### config.mk
export PLATFORM = sky130hd
export DESIGN_NAME = pwm_peripheral
export DESIGN_NICKNAME = d
export VERILOG_FILES = /design/src/rtl/pwm_peripheral.sv
export SDC_FILE = /design/constraint.sdc
export NUM_CORES = 1
export LEC_CHECK = 0
export CAP_MARGIN = 15
export CORE_UTILIZATION = 25
export CTS_BUF_LIST = sky130_fd_sc_hd__clkbuf_4 sky130_fd_sc_hd__clkbuf_8 sky130_fd_sc_hd__clkbuf_16
export DETAILED_ROUTE_END_ITERATION = 7
export GPL_ROUTABILITY_DRIVEN = 0
export PLACE_DENSITY = 0.52
export SKIP_CTS_REPAIR_TIMING = 1
export SLEW_MARGIN = 20
export SYNTH_ARGS = -nofsm -noshare
export SYNTH_HDL_FRONTEND = slang
export SYNTH_SLANG_ARGS = --single-unit
### constraint.sdc
create_clock -name clk -period 2.6 [get_ports clk]
set_clock_uncertainty 0.2 [all_clocks]
set_input_delay 0.65 -clock clk [delete_from_list [all_inputs] [get_ports clk]]
set_output_delay 0.65 -clock clk [all_outputs]
set_load 0.05 [all_outputs]
### src/rtl/pwm_peripheral.sv
// Sixteen-pin output stage: each pin is held low, driven high, or follows one shared
// 8-bit PWM waveform whose duty is latched only at period boundaries.
module pwm_peripheral #(
   parameter int unsigned CLK_DIV = 13
) (
   input  logic        clk,
   input  logic        rst_n,
   input  logic [7:0]  en_reg_out_7_0,
   input  logic [7:0]  en_reg_out_15_8,
   input  logic [7:0]  en_reg_pwm_7_0,
   input  logic [7:0]  en_reg_pwm_15_8,
   input  logic [7:0]  pwm_duty_cycle,
   output logic [15:0] out
);

   localparam logic [7:0] PRESC_LAST = 8'(CLK_DIV - 1);

   logic [7:0]  presc_q, presc_d;
   logic [7:0]  pwm_cnt_q, pwm_cnt_d;
   logic [7:0]  duty_shadow_q, duty_shadow_d;
   logic [15:0] out_q, out_d;
   logic [15:0] en_out, en_pwm;
   logic        tick, wrap, pwm_raw;

   assign en_out = {en_reg_out_15_8, en_reg_out_7_0};
   assign en_pwm = {en_reg_pwm_15_8, en_reg_pwm_7_0};

   assign tick = (presc_q == PRESC_LAST);
   assign wrap = tick && (pwm_cnt_q == 8'hFF);

   always_comb begin
      presc_d       = tick ? 8'd0 : presc_q + 8'd1;
      pwm_cnt_d     = tick ? pwm_cnt_q + 8'd1 : pwm_cnt_q;
      // Duty only moves at the period wrap so no runt pulse can be produced.
      duty_shadow_d = wrap ? pwm_duty_cycle : duty_shadow_q;
   end

   assign pwm_raw = (duty_shadow_q == 8'hFF) || (pwm_cnt_q < duty_shadow_q);

   genvar gi;
   generate
      for (gi = 0; gi < 16; gi++) begin : g_pin
         assign out_d[gi] = en_out[gi] & (en_pwm[gi] ? pwm_raw : 1'b1);
      end
   endgenerate

   always_ff @(posedge clk) begin
      if (!rst_n) begin
         presc_q       <= 8'd0;
         pwm_cnt_q     <= 8'd0;
         duty_shadow_q <= 8'd0;
         out_q         <= 16'd0;
      end else begin
         presc_q       <= presc_d;
         pwm_cnt_q     <= pwm_cnt_d;
         duty_shadow_q <= duty_shadow_d;
         out_q         <= out_d;
      end
   end

   assign out = out_q;

endmodule

; ---- Word level (Yosys, flattened, before mapping)
; Index checks and enable logic that the tools add are counted.
[op_classes]
addsub = 2
n_mul = 0
div_mod_pow = 0
order_cmp = 1
eq_ne = 3
shifts = 0
muxes = 16
bitwise_logic = 17
reduce_logical = 3
[ops]
columns = operator, count
row1 = 8-bit by 1-bit adder with 8-bit output (second input constant), 2
row2 = 1-bit AND, 16
row3 = 8-bit == test (second input constant), 2
row4 = 1-bit two-way mux, 16
row5 = 8-bit by 4-bit == test with 1-bit output (second input constant), 1
row6 = 8-bit < comparator, 1
row7 = 2-bit OR reduction, 1
row8 = 1-bit logical AND, 1
row9 = 1-bit logical OR, 1
row10 = 1-bit NOT, 1
[word_totals]
register_bits = 40
latchBits = 0
ramBits = 0
romBits = 0
inputBits = 42
output_inout_bits = 16
word_cells = 46
n_memories = 0

; ---- Depth between registers and ports, before layout
; Gate-level depths: netlist of run 1.
[depth]
depth_word = 4
depth_mapped = 7

; ---- Worst setup path before layout of run 1
; Ideal clock, no wire load.
[synth_path]
kind = register to register
start = reg duty_shadow_q[6]
end = reg out_q[10] (netlist: out[10])
setup_time_ns = 0.128
arrival_time_ns = 1.721
required_ns = 2.272
path_slack_ns = 0.551
stages_incl_launch_ff = 8
n_path_buf = 1
synth_period_minus_slack_ns = 2.049
path_cell_list = dfxtp_1 -> inv_1 -> ha_1 -> and4_1 -> o21ai_0 -> o32ai_2 -> clkbuf_1 -> a21oi_1
[synth_via]
elab_chain_len = 4
elab_cells_between_ends = 5
[synth_lines]
columns = element, line
row1 = start: declaration, 20  ; logic [7:0] duty_shadow_q, duty_shadow_d;
row2 = start signal: assignment, 56  ; duty_shadow_q <= duty_shadow_d;
row3 = 8-bit < comparator / 8-bit == test (equally long branches), 38  ; assign pwm_raw = (duty_shadow_q == 8'hFF) || (pwm_cnt_q < duty_shadow_q);
row4 = 1-bit logical OR *, 38
row5 = 1-bit two-way mux *, 43  ; assign out_d[gi] = en_out[gi] & (en_pwm[gi] ? pwm_raw : 1'b1);
row6 = 1-bit AND *, 43
row7 = end signal: assignment, 57  ; out_q <= out_d;
row8 = end: declaration, 21  ; logic [15:0] out_q, out_d;
; Mark *: on every way between the ends. The rest lies on a longest branch, timed or not.
; A chain may end at the register's enable or synchronous reset.

; ---- Worst setup path in the final report of run 1
[layout_path]
start = reg duty_shadow_q[1]
end = reg out_q[4] (netlist: out[4])
; The elaborated chain is that of the path after synthesis.

==> flow_summary.yaml, run 1 <==
floorplanning:
  ios: 58
  core_um2: 6531
  die_h_um: 85.23
  fp-row-count: 29
  start_util_pct: 26.51
  die_area_um2: 7263
  die_x_um: 85.23
run_status:
  status: "completed"
logic_synthesis:
  synth_nets: 247
  yosys_warnings: 0
  synth-seq-cells: 40
  synth_cell_types: 28
  syn_inst: 195
  ys_seq_area_share_pct: 46.24
  synth_area_um2: 1732
  avgSynthCellArea_um2: 8.880
global_route:
  grt_max_degree: 18
  grt_antenna_before_repair: 0
  grt_pass1_vias: 1472
  grt-ovfl-total: 0
  track_usage_pct: 11.24
  grt_pass1_wl_mm: 6.534
critical_path:
  critPathMaxStageDelay_ns: 0.84
  cp_cell_sequence: "inv_1 -> ha_1 -> a2111oi_0 -> o32ai_4 -> a21oi_1"
  cp.arrival_ns: 2.31
  required_ns: 2.62
  critPathLaunchType: "flop"
  reg2reg_slack_ns: 0.31
  crit_buf_inv: 1
  crit_type: "flop to flop"
  cpMaxStageDelayCell: "a2111oi_0"
  crit_path_max_fanout: 16
  crit_family: "compound AO/OA/AOI/OAI gates"
  critPathCaptureType: "flop"
sta:
  hold_viol: 0
  worstMarginPinSlew_ns: 0.9703
  finalSetupViolCount: 0
  rsz0062_at_grt: "false"
  final.setup.tns_ns: 0
  hold_ws_ns: 0.2760
  clock.fmax_ghz: 0.4358
  report.final.slew_viol_count: 0
  finalCriticalPeriod_ns: 2.295
  fin_crit_sh_pct: 88.25
  relSlewSlack_pct: 33.64
routing:
  wirelength_mm: 3.706
  ant_nets: 0
  routed_via_density: 4.488
  drt-pass1-iter-count: 4
  remaining_drc_errors: 0
  vias: 1490
  wl_per_cell_um: 11.16
  drt_iter0_markers: 54
placement:
  port_buffers: 57
  dp_hpwl_mm: 2.809
pwr:
  powerDensity_nw_per_um2: 517.3
  power_leakage_uw: 0.0009606
  ir_drop_v: 0.0002325
clock_network:
  clock_sinks: 40
  clockBufferDepth: 2
  numCtsBuffers: 5
  cts-root-buf: "clkbuf_8"
  htree_num_levels: 2
  cts_tree: "yes"
  clock_latency_ns: 0.29
  clkTransAtPathRegs_ns: 0.08
layout:
  drive_gt1_share_pct: 5.490
  num_antenna_cells: 0
  area_growth_pct: 43.86
  nNetsFinal: 306
min_path:
  hold_class: "flop to flop"
flow_run:
  cap_violations: 0
==> cells by family (layout without fill, tap and decap cells) <==
| group | count (synthesis) | in the layout | synth area share [%] |
|---|---|---|---|
| xor gates and xnor gates | 12 | 12 | 6.070 |
| DFF | 40 | 40 | 46.24 |
| adders and majority gates | 10 | 10 | 7.225 |
| and+or+nand+nor | 77 | 77 | 22.83 |
| buffers and inverters | 20 | 80 | 5.636 |
| AOI/OAI and AO/OA | 36 | 36 | 11.99 |
==> routing by layer <==
| layer | share of wire (%) | global-route usage, % |
|---|---|---|
| met5 | 0 | 0 |
| met4 | 1.2 | 3.698 |
| met1 | 48 | 14.35 |
| met2 | 42 | 16.64 |
| met3 | 9.3 | 5.350 |
==> report_power, final <==
group          total (µW)  internal (µW)  switching [µW]
registers             634            626            7.74
clock network         505            284             221
logic                 150           81.7            68.4
==> cells in the mapped netlist <==
master | number | area (µm²)
buf_6 | 3 | 33.78
nand2b_1 | 1 | 6.260
a41o_1 | 1 | 10.01
nand4b_2 | 1 | 15.01
nand2_1 | 28 | 105.1
nor2_1 | 9 | 33.78
nand4_1 | 5 | 31.28
xor2_1 | 9 | 78.83
dfxtp_1 | 40 | 800.8
o32ai_2 | 1 | 16.27
a21boi_0 | 1 | 7.510
or3_1 | 2 | 12.51
a2111oi_0 | 1 | 8.760
a21oi_1 | 18 | 90.09
a21o_1 | 1 | 7.510
o21ai_0 | 11 | 55.05
ha_1 | 10 | 125.1
nor3_1 | 2 | 10.01
clkbuf_1 | 5 | 18.77
and2_1 | 9 | 56.30
and4_1 | 1 | 8.760
nand3_1 | 14 | 70.07
inv_1 | 12 | 45.04
o21a_1 | 1 | 7.510
nor4_1 | 4 | 25.02
nor4_4 | 1 | 21.27
xnor2_1 | 3 | 26.28
o21ai_1 | 1 | 5.000
==> worst paths after layout <==
kind / cells past startpoint / from / to
setup / recovery: 5 / duty_shadow_q[1]$_SDFFE_PN0P_ / out[4]$_SDFF_PN0_
hold / removal: 2 / duty_shadow_q[6]$_SDFFE_PN0P_ / duty_shadow_q[6]$_SDFFE_PN0P_
hold reg to reg: 2 / duty_shadow_q[6]$_SDFFE_PN0P_ / duty_shadow_q[6]$_SDFFE_PN0P_
setup reg to reg: 5 / duty_shadow_q[1]$_SDFFE_PN0P_ / out[4]$_SDFF_PN0_
==> worst min-delay path, cell delays in order (launching register included) <==
cell	delay [ns]
dfxtp_1	0.33
nand2_1	0.05
o21ai_0	0.06
==> registers in the layout (all words and copies together), names as in the netlist <==
name / count
duty_shadow_q: 8
out: 16
pwm_cnt_q: 8
presc_q: 8
==> placed cells by master (no fill, tap or decap), types with 4 or more instances in the layout <==
cell type / count
a21oi_1: 18
and2_1: 9
clkbuf_8: 5
clkdlybuf4s50_1: 57
dfxtp_1: 40
ha_1: 10
inv_1: 12
nand2_1: 28
nand3_1: 14
nand4_1: 5
nor2_1: 9
nor4_1: 4
o21ai_0: 11
xor2_1: 9
==> layout make-up <==
| class | instances | area [µm²] |
|---|---|---|
| Fill cell | 692 | 4040 |
| Multi-Input combinational cell | 135 | 844.6 |
| Sequential cell | 40 | 800.8 |
| Timing Repair Buffer | 60 | 593.1 |
| Tap cell | 77 | 96.34 |
| Clock buffer | 5 | 68.82 |
| Inverter | 12 | 45.04 |
| Clock inverter | 3 | 42.54 |
==> per-stage QoR <==
step                utilization (%)  power, µW  std cells  instance area (µm²)  setup slack, ns
floorplan                         -      711.5        195                 1732           0.5510
global placement              36.26      800.0        324                 2369           0.2161
detailed placement            36.26      799.9        324                 2369           0.1594
CTS                           37.97       1309        332                 2480           0.1495
global route                  38.14       1351        332                 2491          0.02869
finish                        38.14       1289        332                 2491           0.3055
Power figures use the tool's default switching activity.
==> run 2, diff against run 1 <==
--- a/config.mk
+++ b/config.mk
@@ -10,7 +10,7 @@
 export CTS_BUF_LIST = sky130_fd_sc_hd__clkbuf_4 sky130_fd_sc_hd__clkbuf_8 sky130_fd_sc_hd__clkbuf_16
 export DETAILED_ROUTE_END_ITERATION = 7
 export GPL_ROUTABILITY_DRIVEN = 0
-export PLACE_DENSITY = 0.52
+export PLACE_DENSITY_LB_ADDON = 0.05
 export SKIP_CTS_REPAIR_TIMING = 1
 export SLEW_MARGIN = 20
 export SYNTH_ARGS = -nofsm -noshare
==> run 2 against run 1 <==
First-iteration DRC count up 3.7%. Die area is the same. Worst hold slack better by 0.0064 ns. Register-to-register slack improved by 0.08 ns. Clock power shrank 18%. Cell count is 0.30% higher. Routed wire length increased by 11%. Setup slack gained 0.023 ns. Maximum frequency up 1.0%. Critical path depth decreased by 4. Final area decreased by 0.65%. Largest cell class unchanged.
==> flow_summary.yaml, run 2 (synthesis results as in run 1) <==
clock_network:
  numCtsBuffers: 5
  clockBufferDepth: 2
  cts_tree: "yes"
  htree_num_levels: 2
  clock_latency_ns: 0.29
  cts-root-buf: "clkbuf_8"
  clock_sinks: 40
  clkTransAtPathRegs_ns: 0.09
global_route:
  grt_pass1_vias: 1458
  grt_max_degree: 20
  grt-ovfl-total: 0
  grt_pass1_wl_mm: 6.741
  track_usage_pct: 11.93
  grt_antenna_before_repair: 0
floorplanning:
  die_area_um2: 7263
  ios: 58
  fp-row-count: 29
  die_h_um: 85.23
  die_x_um: 85.23
  start_util_pct: 26.51
  core_um2: 6531
sta:
  final.setup.tns_ns: 0
  fin_crit_sh_pct: 87.38
  finalCriticalPeriod_ns: 2.272
  worstMarginPinSlew_ns: 0.7790
  rsz0062_at_grt: "false"
  hold_viol: 0
  relSlewSlack_pct: 46.72
  clock.fmax_ghz: 0.4402
  hold_ws_ns: 0.2824
  finalSetupViolCount: 0
  report.final.slew_viol_count: 0
critical_path:
  crit_type: "flop to output pin"
  cp.arrival_ns: 1.42
  required_ns: 1.75
  crit_buf_inv: 1
  critPathMaxStageDelay_ns: 0.82
  critPathCaptureType: "output pin"
  cp_cell_sequence: "clkdlybuf4s50_1"
  cpMaxStageDelayCell: "clkdlybuf4s50_1"
  r2r-start: "duty_shadow_q[6]$_SDFFE_PN0P_"
  reg2reg_slack_ns: 0.39
  critPathLaunchType: "flop"
  reg2reg_depth: 6
  crit_family: "buffers and inverters"
  crit_path_max_fanout: 1
  r2r_end: "out[4]$_SDFF_PN0_"
layout:
  num_antenna_cells: 0
  fin_area_um2: 2475
  nNetsFinal: 307
  drive_gt1_share_pct: 5.859
  final_cells: 333
  layout.cells.most_common: "clkdlybuf4s50_1"
  area_growth_pct: 42.92
  fin_util_pct: 37.89
  final_cell_mix: "57 x clkdlybuf4s50_1, 40 x dfxtp_1, 28 x nand2_1"
  fill_cells: 663
  largest_reg_flops: 16
routing:
  drt-pass1-iter-count: 4
  drt_iter0_markers: 56
  remaining_drc_errors: 0
  wirelength_mm: 4.115
  wl_per_cell_um: 12.36
  ant_nets: 0
  routed_via_density: 4.426
  vias: 1474
pwr:
  ir_drop_v: 0.0001980
  power_leakage_uw: 0.0009592
  powerDensity_nw_per_um2: 484.0
placement:
  place_area_um2: 2387
  port_buffers: 57
  dpl.cell_count: 325
  dp_hpwl_mm: 3.067
min_path:
  hold_class: "flop to flop"
  holdPathEnd: "duty_shadow_q[6]$_SDFFE_PN0P_"
  min_from: "duty_shadow_q[6]$_SDFFE_PN0P_"
  whs_path_depth: 2
run_status:
  status: "completed"
flow_run:
  cap_violations: 0
==> run 2: report_power, final <==
group	leakage, µW	internal, µW	total (µW)	switching, µW
logic	0.000586	82.7	151	68.8
clock network	0.0000479	187	413	225
registers	0.000325	626	634	7.66
total	0.000959	896	1200	302
==> run 2: how the worst max path moves through the flow <==
stage                               endpoint                          start  slack (ns)  cells past startpoint
after detailed placement   out[0]$_SDFF_PN0_  duty_shadow_q[6]$_SDFFE_PN0P_        0.34                      6
after floorplan           out[10]$_SDFF_PN0_  duty_shadow_q[6]$_SDFFE_PN0P_        0.55                      7
after global placement    out[10]$_SDFF_PN0_  duty_shadow_q[4]$_SDFFE_PN0P_        0.05                      6
final                                 out[6]              out[6]$_SDFF_PN0_        0.33                      1
after CTS                             out[6]              out[6]$_SDFF_PN0_        0.30                      1
after global routing       out[0]$_SDFF_PN0_  duty_shadow_q[7]$_SDFFE_PN0P_        0.23                      6
==> run 2: metrics by stage <==
| step | worst slack (ns) | power, µW |
|---|---|---|
| CTS | 0.3039 | 1226 |
| detailed placement | 0.3383 | 801.1 |
| global route | 0.2300 | 1262 |
| finish | 0.3282 | 1198 |
| global placement | 0.04685 | 802.5 |
| floorplan | 0.5510 | 711.5 |
==> run 2: layout make-up <==
cell class / instances / area (µm²) / area share (%)
clock buffer: 5 / 68.82 / 2.781
clock inverter: 3 / 18.77 / 0.7583
inverter: 12 / 45.04 / 1.820
multi-input combinational: 135 / 844.6 / 34.13
sequential: 40 / 800.8 / 32.36
tap: 77 / 96.34 / 3.893
timing repair buffer: 61 / 600.6 / 24.27
==> run 2: tightest hold or removal path, cell delays in order, from the launching register on <==
cell	delay, ns
dfxtp_1	0.33
nand2_1	0.05
o21ai_0	0.06
==> run 2: routing by layer <==
layer / vias up / GRT usage, % / routed length (µm)
met5: - / 0 / 0
met4: 0 / 3.698 / 24
met3: 2 / 4.280 / 221
met2: 30 / 19.79 / 1983
met1: 660 / 14.43 / 1886
li1: 782 / - / -
==> run 3, diff against run 2 <==
--- a/config.mk
+++ b/config.mk
@@ -6,10 +6,10 @@
 export NUM_CORES = 1
 export LEC_CHECK = 0
 export CAP_MARGIN = 15
-export CORE_UTILIZATION = 25
+export CORE_UTILIZATION = 38
 export CTS_BUF_LIST = sky130_fd_sc_hd__clkbuf_4 sky130_fd_sc_hd__clkbuf_8 sky130_fd_sc_hd__clkbuf_16
+export CTS_CLUSTER_SIZE = 16
 export DETAILED_ROUTE_END_ITERATION = 7
-export GPL_ROUTABILITY_DRIVEN = 0
 export PLACE_DENSITY_LB_ADDON = 0.05
 export SKIP_CTS_REPAIR_TIMING = 1
 export SLEW_MARGIN = 20
==> run 3 against run 2 <==
Sequential cell count unchanged. Count of clock-buffer cells in the layout up 2. Highest routed layer unchanged. Die area shrank 33%. Register-to-register slack lost 0.14 ns. Clock power up 33%. Critical endpoint is now out[5]$_SDFF_PN0_. Final area is essentially flat.
==> flow_summary.yaml, run 3 (synthesis results as in run 1) <==
run_status:
  status: "completed"
critical_path:
  crit_buf_inv: 1
  critPathMaxStageDelay_ns: 0.84
  crit_end: "out[5]$_SDFF_PN0_"
  crit_start: "duty_shadow_q[6]$_SDFFE_PN0P_"
  cp_cell_sequence: "inv_1 -> ha_1 -> and4_1 -> o21ai_0 -> o32ai_2 -> a21oi_1"
  crit_family: "compound AO/OA/AOI/OAI gates"
  path_depth: 6
  reg2reg_depth: 6
  cpMaxStageDelayCell: "o32ai_2"
  crit_path_max_fanout: 16
  crit_type: "flop to flop"
  reg2reg_slack_ns: 0.25
  r2r-start: "duty_shadow_q[6]$_SDFFE_PN0P_"
  critPathCaptureType: "flop"
  required_ns: 2.54
  critPathLaunchType: "flop"
  cp.arrival_ns: 2.29
  r2r_end: "out[5]$_SDFF_PN0_"
placement:
  port_buffers: 57
  dp_hpwl_mm: 2.683
  gp_congestion: 0.8148
global_route:
  grt_pass1_wl_mm: 6.444
  grt.met1_usage_pct: 19.85
  grt_antenna_before_repair: 0
  grt_pass1_vias: 1486
  grt-ovfl-total: 0
  use_met2_pct: 26.43
  grt_most_used_layer: "met2"
  track_usage_pct: 16.92
  use_met3_pct: 8.576
  grt_max_degree: 27
layout:
  largest_reg_flops: 16
  final_cell_mix: "57 x clkdlybuf4s50_1, 40 x dfxtp_1, 28 x nand2_1"
  num_antenna_cells: 0
  drive_gt1_share_pct: 5.490
  nNetsFinal: 306
  area_growth_pct: 42.99
  layout.cells.most_common: "clkdlybuf4s50_1"
pwr:
  power_leakage_uw: 0.0009726
  powerDensity_nw_per_um2: 539.4
  ir_drop_v: 0.0003464
routing:
  vias: 1502
  wl_per_cell_um: 11.76
  drt_iter0_markers: 56
  wirelength_mm: 3.610
  drt-pass1-iter-count: 3
  remaining_drc_errors: 0
  routed_via_density: 4.893
  ant_nets: 0
clock_network:
  cts_tree: "yes"
  cts-root-buf: "clkbuf_8"
  clockBufferDepth: 2
  clkTransAtPathRegs_ns: 0.08
  htree_num_levels: 2
  clock_latency_ns: 0.29
  clock_sinks: 40
  numCtsBuffers: 5
floorplanning:
  fp-row-count: 24
  start_util_pct: 39.77
  die_area_um2: 4831
  die_h_um: 69.51
  die_x_um: 69.51
  ios: 58
  core_um2: 4354
sta:
  fin_crit_sh_pct: 90.40
  finalCriticalPeriod_ns: 2.350
  hold_viol: 0
  rsz0062_at_grt: "false"
  worstMarginPinSlew_ns: 0.9541
  final.setup.tns_ns: 0
  relSlewSlack_pct: 36.39
  finalSetupViolCount: 0
  hold_ws_ns: 0.2831
  clock.fmax_ghz: 0.4255
  report.final.slew_viol_count: 0
min_path:
  hold_class: "flop to flop"
flow_run:
  cap_violations: 0
[run 3: cell types whose count changed in the layout (fill, tap and decap cells not counted), sizes merged]
cell,delta
buf,-1
bufinv,+1
clkinv,-3
clkbuf,+2
[run 3: area by class of cell]
cell class | instances | area (µm²)
fill | 418 | 1878
clock buffer | 7 | 96.34
inverter | 12 | 45.04
sequential | 40 | 800.8
multi-input combinational | 135 | 833.3
timing repair buffer | 60 | 605.6
tap | 52 | 65.06
clock inverter | 1 | 30.03
[run 3: metal layers]
metal / vias to the layer above / wire length (µm) / part of all wire [%]
met5: - / 0 / 0
met4: 0 / 51 / 1.4
met3: 7 / 354 / 9.8
met2: 41 / 1607 / 45
met1: 677 / 1597 / 44
li1: 777 / - / -
[run 3: where the power goes]
part           internal, µW  switching [µW]  total (µW)  leakage, µW
sequential              626            7.79         634     0.000325
combinational          83.7            69.0         153     0.000583
clock                   339             210         549    0.0000645
[run 3: how the worst min path moves through the flow]
| stage | slack [ns] | start | depth (start not counted) | to |
|---|---|---|---|---|
| 5_1_grt | 0.31 | duty_shadow_q[1]$_SDFFE_PN0P_ | 2 | duty_shadow_q[1]$_SDFFE_PN0P_ |
| 6_report | 0.28 | duty_shadow_q[5]$_SDFFE_PN0P_ | 2 | duty_shadow_q[5]$_SDFFE_PN0P_ |
| 3_3_place_gp | 0.27 | duty_shadow_q[6]$_SDFFE_PN0P_ | 2 | duty_shadow_q[6]$_SDFFE_PN0P_ |
| 4_1_cts | 0.29 | duty_shadow_q[5]$_SDFFE_PN0P_ | 2 | duty_shadow_q[5]$_SDFFE_PN0P_ |
| 3_5_place_dp | 0.27 | duty_shadow_q[6]$_SDFFE_PN0P_ | 2 | duty_shadow_q[6]$_SDFFE_PN0P_ |
| 2_1_floorplan | 0.25 | duty_shadow_q[2]$_SDFFE_PN0P_ | 2 | duty_shadow_q[2]$_SDFFE_PN0P_ |
[run 3: tightest hold or removal path: stages, from the launching register on]
cell and delay, ns:
dfxtp_1 0.33, nand2_1 0.05, o21ai_0 0.06
[run 3: metrics by stage]
step           setup WS (ns)  power, µW  area, µm²  instances  utilization, %
4_1_cts               0.1995       1362       2476        307           56.87
5_1_grt              0.03491       1399       2476        307           56.87
2_1_floorplan         0.5510      711.5       1732        195               -
6_report              0.2495       1336       2476        307           56.87
3_3_place_gp          0.2625      802.4       2350        299           53.97
3_5_place_dp          0.2231      801.7       2350        299           53.97
